===== src/rtl/seven_seg_pkg.sv =====
// Shared 7-segment helpers: digit patterns {A..G} and output polarity handling,
// usable by any display block that drives a common-anode or common-cathode part.
package seven_seg_pkg;

  localparam logic [6:0] SEG_BLANK = 7'b000_0000;

  function automatic logic [6:0] seg_pattern(input logic [3:0] digit);
    case (digit)
      4'd0:    return 7'b111_1110;
      4'd1:    return 7'b011_0000;
      4'd2:    return 7'b110_1101;
      4'd3:    return 7'b111_1001;
      4'd4:    return 7'b011_0011;
      4'd5:    return 7'b101_1011;
      4'd6:    return 7'b101_1111;
      4'd7:    return 7'b111_0000;
      4'd8:    return 7'b111_1111;
      4'd9:    return 7'b111_1011;
      default: return SEG_BLANK;
    endcase
  endfunction

  // Map a lit-high segment vector to the pad level the display expects.
  function automatic logic [7:0] drive_level(input logic [7:0] lit, input logic active_low);
    return active_low ? ~lit : lit;
  endfunction

endpackage


===== src/rtl/bcd_digit.sv =====
// One decade of the BCD counter; carry_out doubles as the borrow when counting down.
module bcd_digit (
  input  logic       clk,
  input  logic       rst,
  input  logic       clear,
  input  logic       step,
  input  logic       up,
  input  logic       carry_in,
  output logic [3:0] value,
  output logic       carry_out
);

  assign carry_out = carry_in & (up ? (value == 4'd9) : (value == 4'd0));

  always_ff @(posedge clk) begin
    if (rst || clear) begin
      value <= 4'd0;
    end else if (step && carry_in) begin
      if (up) value <= (value == 4'd9) ? 4'd0 : value + 4'd1;
      else    value <= (value == 4'd0) ? 4'd9 : value - 4'd1;
    end
  end

endmodule


===== src/rtl/bcd_counter_mux_display.sv =====
// Prescaled up/down BCD counter with a time-multiplexed 7-segment scan output,
// leading-zero blanking and a decimal-point pause indicator on digit 0.
module bcd_counter_mux_display
  import seven_seg_pkg::*;
#(
  parameter int DIGITS     = 4,
  parameter int PRESCALE   = 100_000_000,
  parameter int REFRESH    = 100_000,
  parameter int ACTIVE_LOW = 1,
  parameter int BLANK_LZ   = 1
) (
  input  logic                  clk,
  input  logic                  rst,
  input  logic                  en,
  input  logic                  up,
  input  logic                  clear,
  output logic [7:0]            seg,
  output logic [DIGITS-1:0]     dig_sel,
  output logic [4*DIGITS-1:0]   count_bcd,
  output logic                  tick,
  output logic                  wrap
);

  localparam int   PW  = $clog2(PRESCALE);
  localparam int   SW  = (REFRESH > 1) ? $clog2(REFRESH) : 1;
  localparam int   IW  = (DIGITS > 1) ? $clog2(DIGITS) : 1;
  localparam logic INV = (ACTIVE_LOW != 0);

  logic [PW-1:0]     pre;
  logic              step;
  logic [DIGITS:0]   carry;
  logic [3:0]        digit_val [DIGITS];
  logic [SW-1:0]     scan;
  logic [IW-1:0]     idx;
  logic              all_zero;
  logic              blank;
  logic [7:0]        lit;
  logic [DIGITS-1:0] onehot;

  // A coincident clear wins over the step, so no tick/wrap is raised.
  assign step = en & ~clear & (pre == PW'(PRESCALE - 1));

  always_ff @(posedge clk) begin
    if (rst || clear) begin
      pre <= '0;
    end else if (en) begin
      pre <= (pre == PW'(PRESCALE - 1)) ? '0 : pre + PW'(1);
    end
  end

  assign carry[0] = 1'b1;

  for (genvar g = 0; g < DIGITS; g++) begin : g_digit
    bcd_digit u_digit (
      .clk       (clk),
      .rst       (rst),
      .clear     (clear),
      .step      (step),
      .up        (up),
      .carry_in  (carry[g]),
      .value     (digit_val[g]),
      .carry_out (carry[g+1])
    );
    assign count_bcd[4*g +: 4] = digit_val[g];
  end

  always_ff @(posedge clk) begin
    if (rst) begin
      tick <= 1'b0;
      wrap <= 1'b0;
    end else begin
      tick <= step;
      wrap <= step & carry[DIGITS];
    end
  end

  always_ff @(posedge clk) begin
    if (rst) begin
      scan <= '0;
      idx  <= '0;
    end else if (scan == SW'(REFRESH - 1)) begin
      scan <= '0;
      idx  <= (idx == IW'(DIGITS - 1)) ? '0 : idx + IW'(1);
    end else begin
      scan <= scan + SW'(1);
    end
  end

  // Walk from the top digit down so all_zero means "this digit and all above are 0".
  always_comb begin
    all_zero = 1'b1;
    blank    = 1'b0;
    for (int k = DIGITS - 1; k >= 0; k--) begin
      all_zero = all_zero & (digit_val[k] == 4'd0);
      if (IW'(k) == idx) blank = (BLANK_LZ != 0) && all_zero && (k != 0);
    end
    lit = {blank ? SEG_BLANK : seg_pattern(digit_val[idx]), (idx == '0) && !en};
  end

  assign onehot = DIGITS'(1) << idx;

  always_ff @(posedge clk) begin
    if (rst) begin
      seg     <= drive_level(8'h00, INV);
      dig_sel <= {DIGITS{INV}};
    end else begin
      seg     <= drive_level(lit, INV);
      dig_sel <= onehot ^ {DIGITS{INV}};
    end
  end

endmodule


===== config.mk =====
export PLATFORM = sky130hd
export DESIGN_NAME = bcd_counter_mux_display
export DESIGN_NICKNAME = d
export VERILOG_FILES = /design/src/rtl/seven_seg_pkg.sv /design/src/rtl/bcd_digit.sv /design/src/rtl/bcd_counter_mux_display.sv
export SDC_FILE = /design/constraint.sdc
export NUM_CORES = 1
export LEC_CHECK = 0
export CORE_UTILIZATION = 52
export CTS_CLUSTER_DIAMETER = 80
export DETAILED_ROUTE_END_ITERATION = 8
export GPL_TIMING_DRIVEN = 0
export MAX_ROUTING_LAYER = met4
export PLACE_DENSITY_LB_ADDON = 0.05
export SLEW_MARGIN = 5
export SYNTH_ARGS = -nofsm -noshare
export SYNTH_HDL_FRONTEND = slang
export SYNTH_SLANG_ARGS = --single-unit

===== constraint.sdc =====
create_clock -name clk -period 2.84 [get_ports clk]
set_clock_uncertainty 0.2 [all_clocks]
set_input_delay 0.568 -clock clk [delete_from_list [all_inputs] [get_ports clk]]
set_output_delay 0.568 -clock clk [all_outputs]
set_load 0.005 [all_outputs]

* Word level (Yosys, flattened, before mapping) *
Memories as Yosys holds them, arrays and structs flattened.
Index checks and enable logic that the tools add are counted.

storage, ports and cells
  memories kept = 1
  input port bits = 5
  bits in registers = 76
  logic and storage cells = 85
  memory bits (read-only) = 112
  output and inout port bits = 30

memories
  memory            depth  width  read ports  clocked after Yosys merged registers in  write ports  RTL line            source
  (name not given)  16     7      1           0                                        0            seven_seg_pkg.sv:8  case (digit)

operators by class
  mux-type cells = 26
  order comparisons = 1
  shift-type cells = 1
  bitwise operators = 12
  equality and inequality tests = 10
  add/subtract/negate cells = 11
  reduce and logical (&&, ||, !) cells = 12

operators by type and width
  cell                                                                   count
  4-bit two-way mux                                                      14
  27-bit by 1-bit adder with 27-bit output (second input constant)       1
  27-bit equality test (second input constant)                           1
  27-bit two-way mux                                                     1
  17-bit by 1-bit adder with 17-bit output (second input constant)       1
  17-bit equality test (second input constant)                           1
  4-bit by 1-bit adder with 4-bit output (second input constant)         4
  4-bit equality test (second input constant)                            4
  4-bit logical NOT                                                      4
  4-bit by 1-bit subtractor with 4-bit output (second input constant)    4
  1-bit bitwise AND                                                      8
  4-bit binary-select mux with 2-bit select                              1
  1-bit two-way mux                                                      8
  8-bit NOT                                                              1
  7-bit two-way mux                                                      1
  2-bit equality test (first input constant)                             2
  1-bit logical AND                                                      4
  4-bit NOT                                                              1
  1-bit by 2-bit << shifter with 4-bit output (first input constant)     1
  3-bit greater-or-equal comparator (second input constant)              1
  2-bit NOT with 3-bit output                                            1
  2-bit by 1-bit adder with 2-bit output (second input constant)         1
  1-bit by 2-bit equality test with 1-bit output (first input constant)  1
  2-bit equality test (second input constant)                            1
  other kinds (6)                                                        6

* Logic depth before layout (Yosys ltp) *
  depth after elaboration = 7
  mapped depth = 9
  gate-level depth less buffers = 7

* By module *
Synthesis repeated with hierarchy kept, for this count alone.

unflattened totals
  cell total of the unflattened synthesis = 520
  area total of the unflattened synthesis = 4433.0 µm²

modules (own cells, without submodules)
  module                   instances  area each (µm²)  cells each  seq. area each (µm²)
  bcd_counter_mux_display  1          3056.7           348         1201.2
  bcd_digit                4          344.1            43          80.1

* Worst setup path after synthesis *
OpenSTA, ideal clock, no wires.

  kind = reg2reg
  start = register pre[11]
  end = register pre[0]
  setup time = 0.115 ns
  required time = 2.525 ns
  clock period less this slack = 2.799 ns
  cell stages (with the launch flop) = 7
  arrival = 2.485 ns
  path buffers = 1
  setup slack = 0.041 ns
  cell sequence = dfxtp_1 or4_1 or4_4 or4_2 nand2_2 buf_4 nor2_1

on the way
  longest elaborated chain between the ends = 2

ends and longest elaborated chain
  what                      RTL line                       source
  start: declaration        bcd_counter_mux_display.sv:29  logic [PW-1:0] pre;
  start signal: assignment  bcd_counter_mux_display.sv:47  pre <= (pre == PW'(PRESCALE - 1)) ? '0 : pre + PW'(1);
  27-bit equality test      bcd_counter_mux_display.sv:47
  27-bit two-way mux        bcd_counter_mux_display.sv:47

Every way passes these cells.
A chain may end at the register's enable or synchronous reset.

* Worst setup path in the final report *
  start = register pre[11]
  end = register g_digit[2].u_digit.value[1]

on the way
  longest elaborated chain between the ends = 3

ends and longest elaborated chain
  what                    RTL line                       source
  27-bit equality test    bcd_counter_mux_display.sv:41  assign step = en & ~clear & (pre == PW'(PRESCALE - 1));
  1-bit bitwise AND       bcd_counter_mux_display.sv:41
  1-bit logical AND       bcd_digit.sv:18                end else if (step && carry_in) begin
  end signal: assignment  bcd_digit.sv:19                if (up) value <= (value == 4'd9) ? 4'd0 : value + 4'd1;
  end signal: assignment  bcd_digit.sv:20                else value <= (value == 4'd0) ? 4'd9 : value - 4'd1;
  end: declaration        bcd_digit.sv:9                 output logic [3:0] value,

Every way passes these cells.

==> qor.log <==
INFO  worst_setup_path cp_data_arrival_time=2.85ns
INFO  global_routing grt_usage=22.7%
INFO  timing         finalHoldViolations=0
INFO  logic_synthesis ys_top_cells_by_count=nor2_1, dfxtp_1, clkbuf_1
INFO  routing        number_of_optimization_iterations_in_the_first_detailed_route_pass=4
INFO  die            die_w=90.3µm
INFO  die            die-height=90.3µm
INFO  timing         smallest_setup_slack_after_layout=0.0716ns
INFO  logic_synthesis syn-mean-instance-area=8.27µm²
INFO  timing         number_of_setup_violations_in_the_final_report=0
INFO  placement      placement.io_buffers=33
INFO  clocking       clock_path_buffers=2
INFO  routing        count_of_vias_placed_by_the_detailed_router=3,524
INFO  logic_synthesis synth_seq_area_share=37.5%
INFO  worst_setup_path worstPathMaxFanout=5
INFO  placement      dp.final_hpwl=6040µm
INFO  die            placeableCoreArea=7410µm²
INFO  die            boundaryPins=35
INFO  timing         min_period=2.77ns
INFO  routing        antenna_nets_post_route=0
INFO  final_layout   nets=555
INFO  global_routing globalRouteOverflowTotal=0
INFO  logic_synthesis synthCells=490
INFO  logic_synthesis synth.cell_area=4050µm²
INFO  clocking       clk_pin_slew=0.08ns
INFO  logic_synthesis async_flop_share=0%
INFO  global_routing grt_antenna_before_repair=0
INFO  clocking       cts_buffers=9
INFO  final_layout   antennaDiodeCount=0
INFO  final_layout   fillers=662
INFO  logic_synthesis cell_with_the_most_instances_after_synthesis=nor2_1
INFO  logic_synthesis yosys-top-cells-area=dfxtp_1, nor2_1, xor2_1, xnor2_1, ha_1
INFO  final_layout   areaGrowthSynthToFinish=17.7%
INFO  timing         worst_slew_margin_rel=44.4%
INFO  timing         slew_viol_final=0
INFO  worst_setup_path critPathRequiredTime=2.92ns
INFO  global_routing maximum_number_of_pins_on_one_net_before_global_route_repair=13
INFO  timing         rsz_0062_raised_after_global_routing=false
INFO  logic_synthesis synth_top_cell_area_share=37.5%
INFO  routing        post-route-drc-count=0
INFO  worst_setup_path worst-path-stages=6
INFO  logic_synthesis synth-edff-count=0
INFO  logic_synthesis synth.net_count=506
INFO  logic_synthesis synth_ff_type=dfxtp_1
INFO  worst_setup_path worstSetupPathType=reg -> reg
INFO  clocking       numClockSinks=76
INFO  timing         post-route-period-util=97.5%
INFO  hold_path      whs_path_depth=1
INFO  logic_synthesis yosysUniqueCellTypes=55
INFO  placement      placement_stage_worst_setup_slack=-0.386ns
INFO  routing        drt-total-wl=8560µm
INFO  clocking       insertion_delay=0.35ns
INFO  timing         max_freq=0.361GHz
INFO  clocking       cts_tree=yes
INFO  routing        drt_first_iter_violations=143
INFO  final_layout   post_route_cells_drive_above_1_share=10.1%
INFO  worst_setup_path worst-r2r-cell-count=6
INFO  routing        drt-wirelength-per-cell=13.3µm
INFO  clocking       cts_hold_repair.buffers=0
INFO  worst_setup_path end_kind=flop
INFO  logic_synthesis yosys_register_bits=76
INFO  worst_setup_path worst_path_max_delay_cell=or4_4
INFO  power          pwr_density_cell=397nW/µm²
INFO  final_layout   regArea=1530µm²
INFO  logic_synthesis yosysWarningCount=0
INFO  timing         worst_hold_slack=0.271ns
INFO  die            num_rows=31
INFO  power          ir_drop=0.283mV
INFO  die            fp.dieArea=8150µm²
INFO  hold_path      worstHoldPathType=reg -> reg
INFO  worst_setup_path critical_path_buf_inv_count=1
INFO  logic_synthesis synth_top_cell_by_area=dfxtp_1
INFO  outcome        run_status=finished, final reports clean
INFO  global_routing global_route_wire_length_before_repair=14,600µm
INFO  routing        post_drt_via_cell_ratio=5.49
INFO  clocking       clock_tree.htree_level_count=3
INFO  global_routing number_of_global_route_vias_before_repair=3,170
INFO  final_layout   multi_input_area=2400µm²
INFO  worst_setup_path max_stage_delay=0.56ns
INFO  power          fin_total_pwr=1.90mW
INFO  worst_setup_path worstPathCellList=or4_1, or4_4, or4_4, clkbuf_8, or3b_1, a21oi_1
INFO  clocking       cts_root_buf=clkbuf_8
INFO  die            initial_core_util=54.7%
INFO  worst_setup_path path_common_cell=or4_4
INFO  timing         max_slew.worst_pin.slew=0.828ns
INFO  placement      gp_congestion=0.846
INFO  worst_setup_path critPathTopFamily=simple AND/OR/NAND/NOR gates
INFO  worst_setup_path critPathLaunchType=flop
INFO  flow_run       max_cap_viol_count=0
INFO  power          leakage=1.62nW
-- final cells by class --
| class | count | area share, % |
|---|---|---|
| multi-input cells | 372 | 50.2 |
| inverters | 7 | 0.550 |
| repair buffers | 38 | 7.71 |
| flip-flops and latches | 76 | 32.1 |
| clock buffers | 10 | 2.88 |
| clock inverters | 5 | 0.603 |
| well taps | 99 | 2.60 |
| plain buffers | 35 | 3.36 |
-- metrics by stage --
step / instance area (µm²) / TNS [ns] / utilization, % / instances
after floorplan: 4050 / 0 / - / 490
after global placement: 4510 / -6.40 / 60.9 / 622
after detailed placement: 4510 / -7.50 / 60.9 / 622
after CTS: 4740 / 0 / 63.9 / 641
after global routing: 4770 / 0 / 64.4 / 642
final: 4770 / 0 / 64.4 / 642
-- report_power, final --
part	internal, mW	switching [mW]
Sequential	1.07	0.00531
Clock	0.332	0.399
Combinational	0.0363	0.0502
-- worst paths after layout --
kind / endpoint / from / slack [ns]
worst min-delay path: scan[0]$_SDFF_PP0_ / scan[0]$_SDFF_PP0_ / 0.27
worst max register to register: g_digit[2].u_digit.value[1]$_SDFFE_PP0P_ / pre[11]$_SDFFE_PP0P_ / 0.07
worst max-delay path: g_digit[2].u_digit.value[1]$_SDFFE_PP0P_ / pre[11]$_SDFFE_PP0P_ / 0.07
worst min register to register: scan[0]$_SDFF_PP0_ / scan[0]$_SDFF_PP0_ / 0.27
-- cell usage in the layout (no fill, tap or decap), types with 5 or more instances in the layout --
cell type / instances
nor2_1: 84
dfxtp_1: 70
clkdlybuf4s50_1: 33
nand2_1: 28
clkbuf_1: 27
xor2_1: 27
xnor2_1: 26
o21ai_0: 22
nand4_1: 20
nand3_1: 20
nor3_1: 15
a21oi_1: 15
clkbuf_8: 11
ha_1: 11
and3_1: 10
mux2i_1: 10
nand2b_1: 10
inv_1: 7
buf_4: 7
nor2b_1: 6
dfxtp_2: 5
-- what timing repair did --
item,CTS,global route
resized for setup,11,12
endpoints found under the setup margin,34,20
pin swaps,1,3
buffers inserted,4,1
-- sequential cells by signal, summed over array words and instances, names as in the netlist --
signal                 count
pre                       27
tick                       1
scan                      17
seg                        8
wrap                       1
dig_sel                    4
g_digit.u_digit.value     16
idx                        2
-- routing by layer --
metal,track usage (%),wire (µm),up-vias
met5,-,0,-
met4,8.06,127,0
met3,4.21,257,11
met2,35.8,4050,60
met1,29.2,4130,1665
li1,-,-,1788
-- logic make-up (layout without fill, tap and decap cells) --
logic type      count (synthesis)  in the layout  synth area share [%]
simple gates                  231            231                  29.1
flops                          76             76                  37.5
compound gates                 63             63                  9.57
xor+xnor                       53             53                  11.5
buf+inv                        42             95                  4.29
mux                            14             14                  4.69
fa+ha+maj                      11             11                  3.40
No activity file was read; power rests on OpenSTA's default activity.
